File: src/rtl/ripple_carry_adder.sv
// ripple_carry_adder: unsigned WIDTH-bit ripple-carry adder with registered WIDTH+1-bit sum (define RCA_COMB_OUT_EN for a combinational output)
module rca_full_adder (
    input  logic a_i,
    input  logic b_i,
    input  logic c_i,
    output logic s_o,
    output logic c_o
);
    assign s_o = a_i ^ b_i ^ c_i;
    assign c_o = (a_i & b_i) | (c_i & (a_i ^ b_i));
endmodule

module ripple_carry_adder #(
    parameter int WIDTH = 8
) (
    input  logic             clk,
    input  logic             reset,
    input  logic [WIDTH-1:0] num1,
    input  logic [WIDTH-1:0] num2,
    output logic [WIDTH:0]   sum
);
    logic [WIDTH:0]   c;
    logic [WIDTH-1:0] s;
    logic [WIDTH:0]   sum_d;
    assign c[0] = 1'b0;
    for (genvar i = 0; i < WIDTH; i++) begin : g_fa
        rca_full_adder u_fa (
            .a_i(num1[i]),
            .b_i(num2[i]),
            .c_i(c[i]),
            .s_o(s[i]),
            .c_o(c[i+1])
        );
    end
    assign sum_d = {c[WIDTH], s};
`ifdef RCA_COMB_OUT_EN
    logic unused_clk_rst;
    assign unused_clk_rst = clk ^ reset;
    assign sum = sum_d;
`else
    logic [WIDTH:0] sum_q;
    // result register; reset clears it immediately and discards any pending sum
    always_ff @(posedge clk or posedge reset) begin
        if (reset) sum_q <= '0;
        else       sum_q <= sum_d;
    end
    assign sum = sum_q;
`endif
endmodule

File: config.mk
export PLATFORM = sky130hd
export DESIGN_NAME = ripple_carry_adder
export DESIGN_NICKNAME = d
export VERILOG_FILES = /design/src/rtl/ripple_carry_adder.sv
export SDC_FILE = /design/constraint.sdc
export NUM_CORES = 1
export LEC_CHECK = 0
export CAP_MARGIN = 20
export CORE_UTILIZATION = 25
export CTS_BUF_LIST = sky130_fd_sc_hd__clkbuf_8 sky130_fd_sc_hd__clkbuf_16
export DETAILED_ROUTE_END_ITERATION = 6
export GPL_TIMING_DRIVEN = 0
export PLACE_DENSITY_LB_ADDON = 0.05
export SLEW_MARGIN = 20
export SYNTH_ARGS = -nofsm -noshare
export SYNTH_HDL_FRONTEND = slang
export SYNTH_HIERARCHICAL = 1
export SYNTH_SLANG_ARGS = --single-unit
File: constraint.sdc
create_clock -name clk -period 0.8 [get_ports clk]
set_input_delay 0.16 -clock clk [delete_from_list [all_inputs] [get_ports clk]]
set_output_delay 0.16 -clock clk [all_outputs]
set_load 0.02 [all_outputs]
-- Yosys cells after proc, flatten, opt, wreduce, memory -nomap -nowiden
Cells that the tools add are included.
- logic and storage cells: 38
- output and inout port bits: 9
- register bits: 9
- bitwise operators: 37
- operators by type and width (operator ; count):
    bitwise AND 1 bit ; 15
    XOR 1 bit ; 15
    bitwise OR 1 bit ; 7

-- Longest topological paths before layout
Gate-level depths: netlist (run 1).
- depth after elaboration: 15
- depth in mapped cells: 8

-- Modules after synthesis
Netlist (run 1), hierarchy kept.
- by module, submodules not included (module ; cells an instance ; area an instance (sq um) ; times used):
    ripple_carry_adder ; 11 ; 232.7 ; 1
    rca_full_adder ; 1 ; 20.0 ; 8

-- Worst setup path before layout (run 1)
Ideal clock, no wire load.
- path type: input to register
- start: in num1[0]
- end: reg sum_q[7] (netlist: sum[7])
- arrival: 3275 ps
- buffers on the path: 0
- setup slack: -2610 ps
- cell stages on the path: 8
- required time: 664 ps
- cells stage by stage: fa_1 > fa_1 > fa_1 > fa_1 > fa_1 > fa_1 > fa_1 > fa_1
- longest elaborated chain between the ends: 14
- RTL lines (element ; line ; text):
    start, declared ; 18 ; input logic [WIDTH-1:0] num1,
    bitwise AND 1 bit (2 in series) ; 10 ; assign c_o = (a_i & b_i) | (c_i & (a_i ^ b_i));
    bitwise OR 1 bit ; 10 ;
    via c[2] ; 22 ; logic [WIDTH:0] c;
    bitwise AND 1 bit ; 10 ;
    bitwise OR 1 bit ; 10 ;
    via c[3] ; 22 ;
    bitwise AND 1 bit ; 10 ;
    bitwise OR 1 bit ; 10 ;
    via c[4] ; 22 ;
    [... 2 more ...] ; n/a ;
    via c[5] ; 22 ;
    bitwise AND 1 bit ; 10 ;
    bitwise OR 1 bit ; 10 ;
    via c[6] ; 22 ;
    bitwise AND 1 bit ; 10 ;
    bitwise OR 1 bit ; 10 ;
    via c[7] ; 22 ;
    XOR 1 bit ; 9 ; assign s_o = a_i ^ b_i ^ c_i;
    via s[7] ; 23 ; logic [WIDTH-1:0] s;
    end signal, assigned ; 45 ; else sum_q <= sum_d;
    end, declared ; 41 ; logic [WIDTH:0] sum_q;
The timed path passes the listed nets, and every way through them passes these cells.

-- Final worst setup path (run 1)
- start: in num2[0]
- end: reg sum_q[7] (netlist: sum[7])
- longest elaborated chain between the ends: 14
- RTL lines (element ; line ; text):
    start, declared ; 19 ; input logic [WIDTH-1:0] num2,
    bitwise AND 1 bit ; 10 ;
    via c[1] ; 22 ;
    bitwise AND 1 bit ; 10 ;
    bitwise OR 1 bit ; 10 ;
    via c[2] ; 22 ;
    bitwise AND 1 bit ; 10 ;
    bitwise OR 1 bit ; 10 ;
    via c[3] ; 22 ;
    [... 2 more ...] ; n/a ;
    via c[4] ; 22 ;
    [... 2 more ...] ; n/a ;
    via c[5] ; 22 ;
    bitwise AND 1 bit ; 10 ;
    bitwise OR 1 bit ; 10 ;
    via c[6] ; 22 ;
    bitwise AND 1 bit ; 10 ;
    bitwise OR 1 bit ; 10 ;
    via c[7] ; 22 ;
    XOR 1 bit ; 9 ;
    via s[7] ; 23 ;
The timed path passes the listed nets, and every way through them passes these cells.

==> impl_metrics.yaml, run 1 <==
job:
  drv_cap: 0
synthesis:
  syn-mean-instance-area_sq_um: 20.7
  synthCells: 19
  synthAdderAreaFrac_pct: 40.8
  synth-compound-area-share_pct: 0
  synth.top_cell.area_share_pct: 57.3
  netlist_area_sq_um: 393
  synth_nets: 45
  synth_top_area_cell: "dfrtp_1"
  synth_top_family_by_area: "adder cells"
  synthMuxAreaShare_pct: 0
  yosys.area_share.simple_pct: 0
  ys_warn_count: 6
  ys_seq_area_share_pct: 57.3
  ys_ff_latch: 9
  synth_xor_xnor_area_share_pct: 0
  ys_top_cells_by_area: "dfrtp_1, fa_1, conb_1"
  ys_types: 4
timing:
  rsz0062_at_grt: "true"
  slew_violations: 0
  timing.fmax_mhz: 322
  finalHoldViolCount: 0
  fin_setup_tns_ns: -11.62
  post-route-period-util_pct: 388
  setup_violations: 17
  finalCriticalPeriod_ns: 3.10
  setup_slack_ns: -2.30
critical_path:
  path_buf_inv: 1
  worst-setup-path-type: "input port to flip-flop"
  crit_fanout: 1
  cpMostUsedCell: "fa_2"
  cp_cell_sequence: "buf_6 -> fa_2 -> fa_2 -> fa_2 -> fa_2 -> fa_2 -> fa_2 -> fa_2 -> fa_1"
  critPathTopFamily: "adder cells"
  crit_path_start_kind: "input port"
  critical-path-max-stage-delay_ns: 0.45
  crit_required_ns: 0.90
  arrival_ns: 3.20
  cp_slowest_cell: "fa_1"
  worstSetupEndpointType: "flip-flop"
cells_and_area:
  antenna_cells: 0
  drive_gt1_share_pct: 42.9
  multi_input_area_sq_um: 181
  largest_reg_flops: 9
  final_nets: 76
  final_core_util_pct: 53.5
  stdcell_count: 64
  fill_cells: 118
  area_growth_pct: 88.2
  final_area_sq_um: 739
  layout.area.seq_sq_um: 225
placement:
  hpwl_um: 691
  dpl_cell_area_sq_um: 689
  io_buffers: 26
  dp.cells: 60
  dpl_worst_slack_ns: -2.90
  gp_congestion: 0.600
clock_network:
  cts_htree_levels: 1
  post_cts_buffers: 0
  cts-hold-fix-buffers: 0
  cts_root_buf: "clkbuf_8"
  cts.sinks: 9
  clk_pin_slew_worst_paths_ns: 0.04
  cts_buffer_depth: 2
  numCtsBuffers: 3
  tritoncts: "yes"
drt:
  vias_per_cell: 4.14
  drc: 0
  first_iter_violations: 3
  totalWireLength_um: 757
  vias: 265
  ant_nets: 0
  wl_per_cell_um: 11.8
  first_pass_iters: 2
grt:
  grt_max_degree: 10
  grt_pass1_wl_um: 1240
  gr-total-overflow: 0
  antenna_found_initial: 0
  grt_pass1_vias: 288
  grt_util_all_layers_pct: 9.72
status:
  violations: "setup timing"
  status: "finished with violations"
floorplan:
  coreArea_sq_um: 1380
  initial_core_util_pct: 28.4
  io_pins: 27
  die_height_um: 41.6
  die_area_sq_um: 1730
  num_rows: 13
  die_x_um: 41.6
pwr:
  power.density_nw_per_um2: 2110
  leakagePower_nw: 0.319
  ir_drop_mv: 1.08
hold_path:
  hold_class: "input port to asynchronous set/reset pin"
## final cells by class
cell class                 count  area share (%)
clock buffer                   3            5.58
clock inverter                 1           0.508
inverter                       1           0.508
multi-input combinational      9            24.5
sequential                     9            30.5
tap                           15            2.54
timing repair buffer          26            35.9
## power breakdown
group / total, W / switching [W] / internal (W)
clock: 0.000499 / 0.000166 / 0.000333
sequential: 0.000577 / 0.0000373 / 0.000539
combinational: 0.000482 / 0.000212 / 0.000270
total: 0.00156 / 0.000415 / 0.00114
## synthesized netlist by cell type
cell     n
conb_1   1
dfrtp_1  9
fa_1     8
inv_1    1
## metal layers
metal	track usage, %	vias to the layer above	share of wire, %
li1	-	114	-
met1	9.01	135	30
met2	19.4	14	63
met3	2.61	2	5.3
met4	3.87	0	1.6
met5	0	-	0
## through the flow
| stage | hold slack, ns | power [W] |
|---|---|---|
| 2_1_floorplan | -0.0121 | 0.000748 |
| 3_3_place_gp | 0.433 | 0.00103 |
| 5_1_grt | 0.225 | 0.00163 |
| 6_report | 0.193 | 0.00156 |
| 4_1_cts | 0.214 | 0.00158 |
| 3_5_place_dp | 0.448 | 0.00105 |
## worst max path at each step
stage          cells after the start     end  slack (ns)    start
3_3_place_gp                       9  sum[7]       -2.87  num1[0]
4_1_cts                            9  sum[7]       -2.44  num2[0]
6_report                           9  sum[7]       -2.30  num2[0]
3_5_place_dp                       9  sum[7]       -2.90  num1[0]
2_1_floorplan                      8  sum[7]       -2.34  num1[0]
5_1_grt                            9  sum[7]       -2.34  num2[0]
## what timing repair did
action / CTS / global route
gates resized for setup: 65 / 0
hold endpoints to repair: 0 / 0
endpoints found under the setup margin: 18 / 17
pin swaps: 8 / 6
## logic make-up (layout without fill, tap and decap cells)
kind of cell | after synthesis | after routing
buffers and inverters | 1 | 31
flip-flops | 9 | 9
other | 1 | 1
adder cells (fa/ha/maj) | 8 | 8
## cell usage in the layout (no fill, tap or decap), drive strengths merged
cell type,synthesis,layout
buf,0,11
dfrtp,9,9
clkbuf,0,3
inv,1,2
fa,8,8
clkdlybuf4s50,0,13
dlygate4sd2,0,2
conb,1,1
No activity file was read; power rests on OpenSTA's default activity.
==> run 2: changes to the inputs <==
- SLEW_MARGIN: 20 -> 10
==> results of run 2 <==
Final layout, timing and power as in run 1 (identical DEF).
==> run 3: changes to the inputs <==
- REMOVE_ABC_BUFFERS: default -> 1
==> run 3 against run 2 <==
Net effect: the run still ends with setup timing left; cell count unchanged; core utilization up 0.54 points; combinational power down 1%; clock power about the same; critical path depth unchanged; global-route usage up 0.78 points; first-iteration DRC count down 100%; sequential cell count unchanged; hold slack better by 0.012 ns; critical path type unchanged; largest power group unchanged; highest routed layer unchanged.
==> impl_metrics.yaml, run 3 (synthesis gave the netlist of run 1 again) <==
timing:
  fin_setup_tns_ns: -11.16
  finalCriticalPeriod_ns: 3.00
  slew_violations: 0
  finalHoldViolCount: 0
  rsz0062_at_grt: "true"
  setup_violations: 17
  timing.fmax_mhz: 333
  post-route-period-util_pct: 376
  setup_slack_ns: -2.20
critical_path:
  crit_path_start: "num1[0]"
  worst-setup-path-type: "input port to flip-flop"
  crit_path_start_kind: "input port"
  crit_fanout: 1
  worstSetupEndpointType: "flip-flop"
  arrival_ns: 3.10
  endpoint: "sum[7]"
  crit_required_ns: 0.90
clock_network:
  cts_htree_levels: 1
  cts.sinks: 9
  cts_root_buf: "clkbuf_8"
  cts_buffer_depth: 2
  tritoncts: "yes"
  cts-hold-fix-buffers: 0
  clk_pin_slew_worst_paths_ns: 0.04
  numCtsBuffers: 3
floorplan:
  coreArea_sq_um: 1380
  die_area_sq_um: 1730
  io_pins: 27
  num_rows: 13
  initial_core_util_pct: 28.4
  die_x_um: 41.6
  die_height_um: 41.6
placement:
  dpl_cell_area_sq_um: 672
  hpwl_um: 597
  gp_congestion: 0.598
  io_buffers: 26
  dpl_worst_slack_ns: -3.15
status:
  status: "finished with violations"
  violations: "setup timing"
drt:
  vias_per_cell: 4.17
  first_iter_violations: 0
  drc: 0
  wl_per_cell_um: 10.5
  ant_nets: 0
  totalWireLength_um: 672
  vias: 267
  first_pass_iters: 1
cells_and_area:
  drive_gt1_share_pct: 42.9
  mostFrequentLayoutCell: "clkdlybuf4s50_1"
  antenna_cells: 0
  final_nets: 76
  area_growth_pct: 90.1
  most-common-layout-cells: "clkdlybuf4s50_1, buf_6, dfrtp_1"
  final_area_sq_um: 747
  largest_reg_flops: 9
pwr:
  leakagePower_nw: 0.334
  ir_drop_mv: 1.10
  power.density_nw_per_um2: 2080
grt:
  grt_max_degree: 10
  grt_util_all_layers_pct: 10.5
  gr-total-overflow: 0
  grt_pass1_wl_um: 1330
  grt_pass1_vias: 326
  antenna_found_initial: 0
hold_path:
  hold_class: "input port to asynchronous set/reset pin"
job:
  drv_cap: 0
==> run 3: how the worst min path moves through the flow <==
stage	cells after the start	from	slack, ns	endpoint
floorplan	1	reset	-0.01	sum[0]
global placement	2	reset	0.44	sum[7]
detailed placement	2	reset	0.47	sum[7]
CTS	2	reset	0.23	sum[7]
global route	2	num1[0]	0.23	sum[0]
finish	2	reset	0.20	sum[7]
==> run 3: per-stage QoR <==
stage          utilization, %  power [W]  instances  hold WS, ns
2_1_floorplan               -   0.000740         19      -0.0121
4_1_cts                  53.7    0.00160         64        0.228
3_3_place_gp             48.6    0.00102         60        0.438
3_5_place_dp             48.6    0.00103         60        0.467
6_report                 54.0    0.00155         64        0.205
5_1_grt                  54.0    0.00166         64        0.227
==> run 3: cell type report <==
cell class,count,area [sq um]
fillers,120,636
multi-input cells,9,181
flip-flops and latches,9,225
inverters,1,3.75
clock inverters,1,3.75
repair buffers,26,273
clock buffers,3,41.3
well taps,15,18.8
==> run 3: timing repair <==
action                     4_1_cts  5_1_grt
cloned                           0        0
resized for setup               70        2
setup endpoints to repair       18       17
pin swaps                        8        8
buffers inserted                 0        0
==> run 3: where the power goes <==
group	switching [W]	internal (W)	total [W]
Combinational	0.000207	0.000269	0.000477
Sequential	0.0000385	0.000539	0.000578
Clock	0.000164	0.000333	0.000496
==> run 3: per-layer routing <==
layer / wire [um] / part of all wire (%) / up-vias / global-route usage (%)
li1: - / - / 114 / -
met1: 186 / 28 / 133 / 9.71
met2: 405 / 60 / 18 / 19.1
met3: 61 / 9.1 / 2 / 3.04
met4: 19 / 2.8 / 0 / 7.74
met5: 0 / 0 / - / 0
==> run 3: worst max-delay path, stage by stage <==
cell and delay (ns):
buf_6 0.09, fa_2 0.35, fa_2 0.34, fa_2 0.34
fa_2 0.34, fa_2 0.34, fa_2 0.35, fa_2 0.36
fa_1 0.42
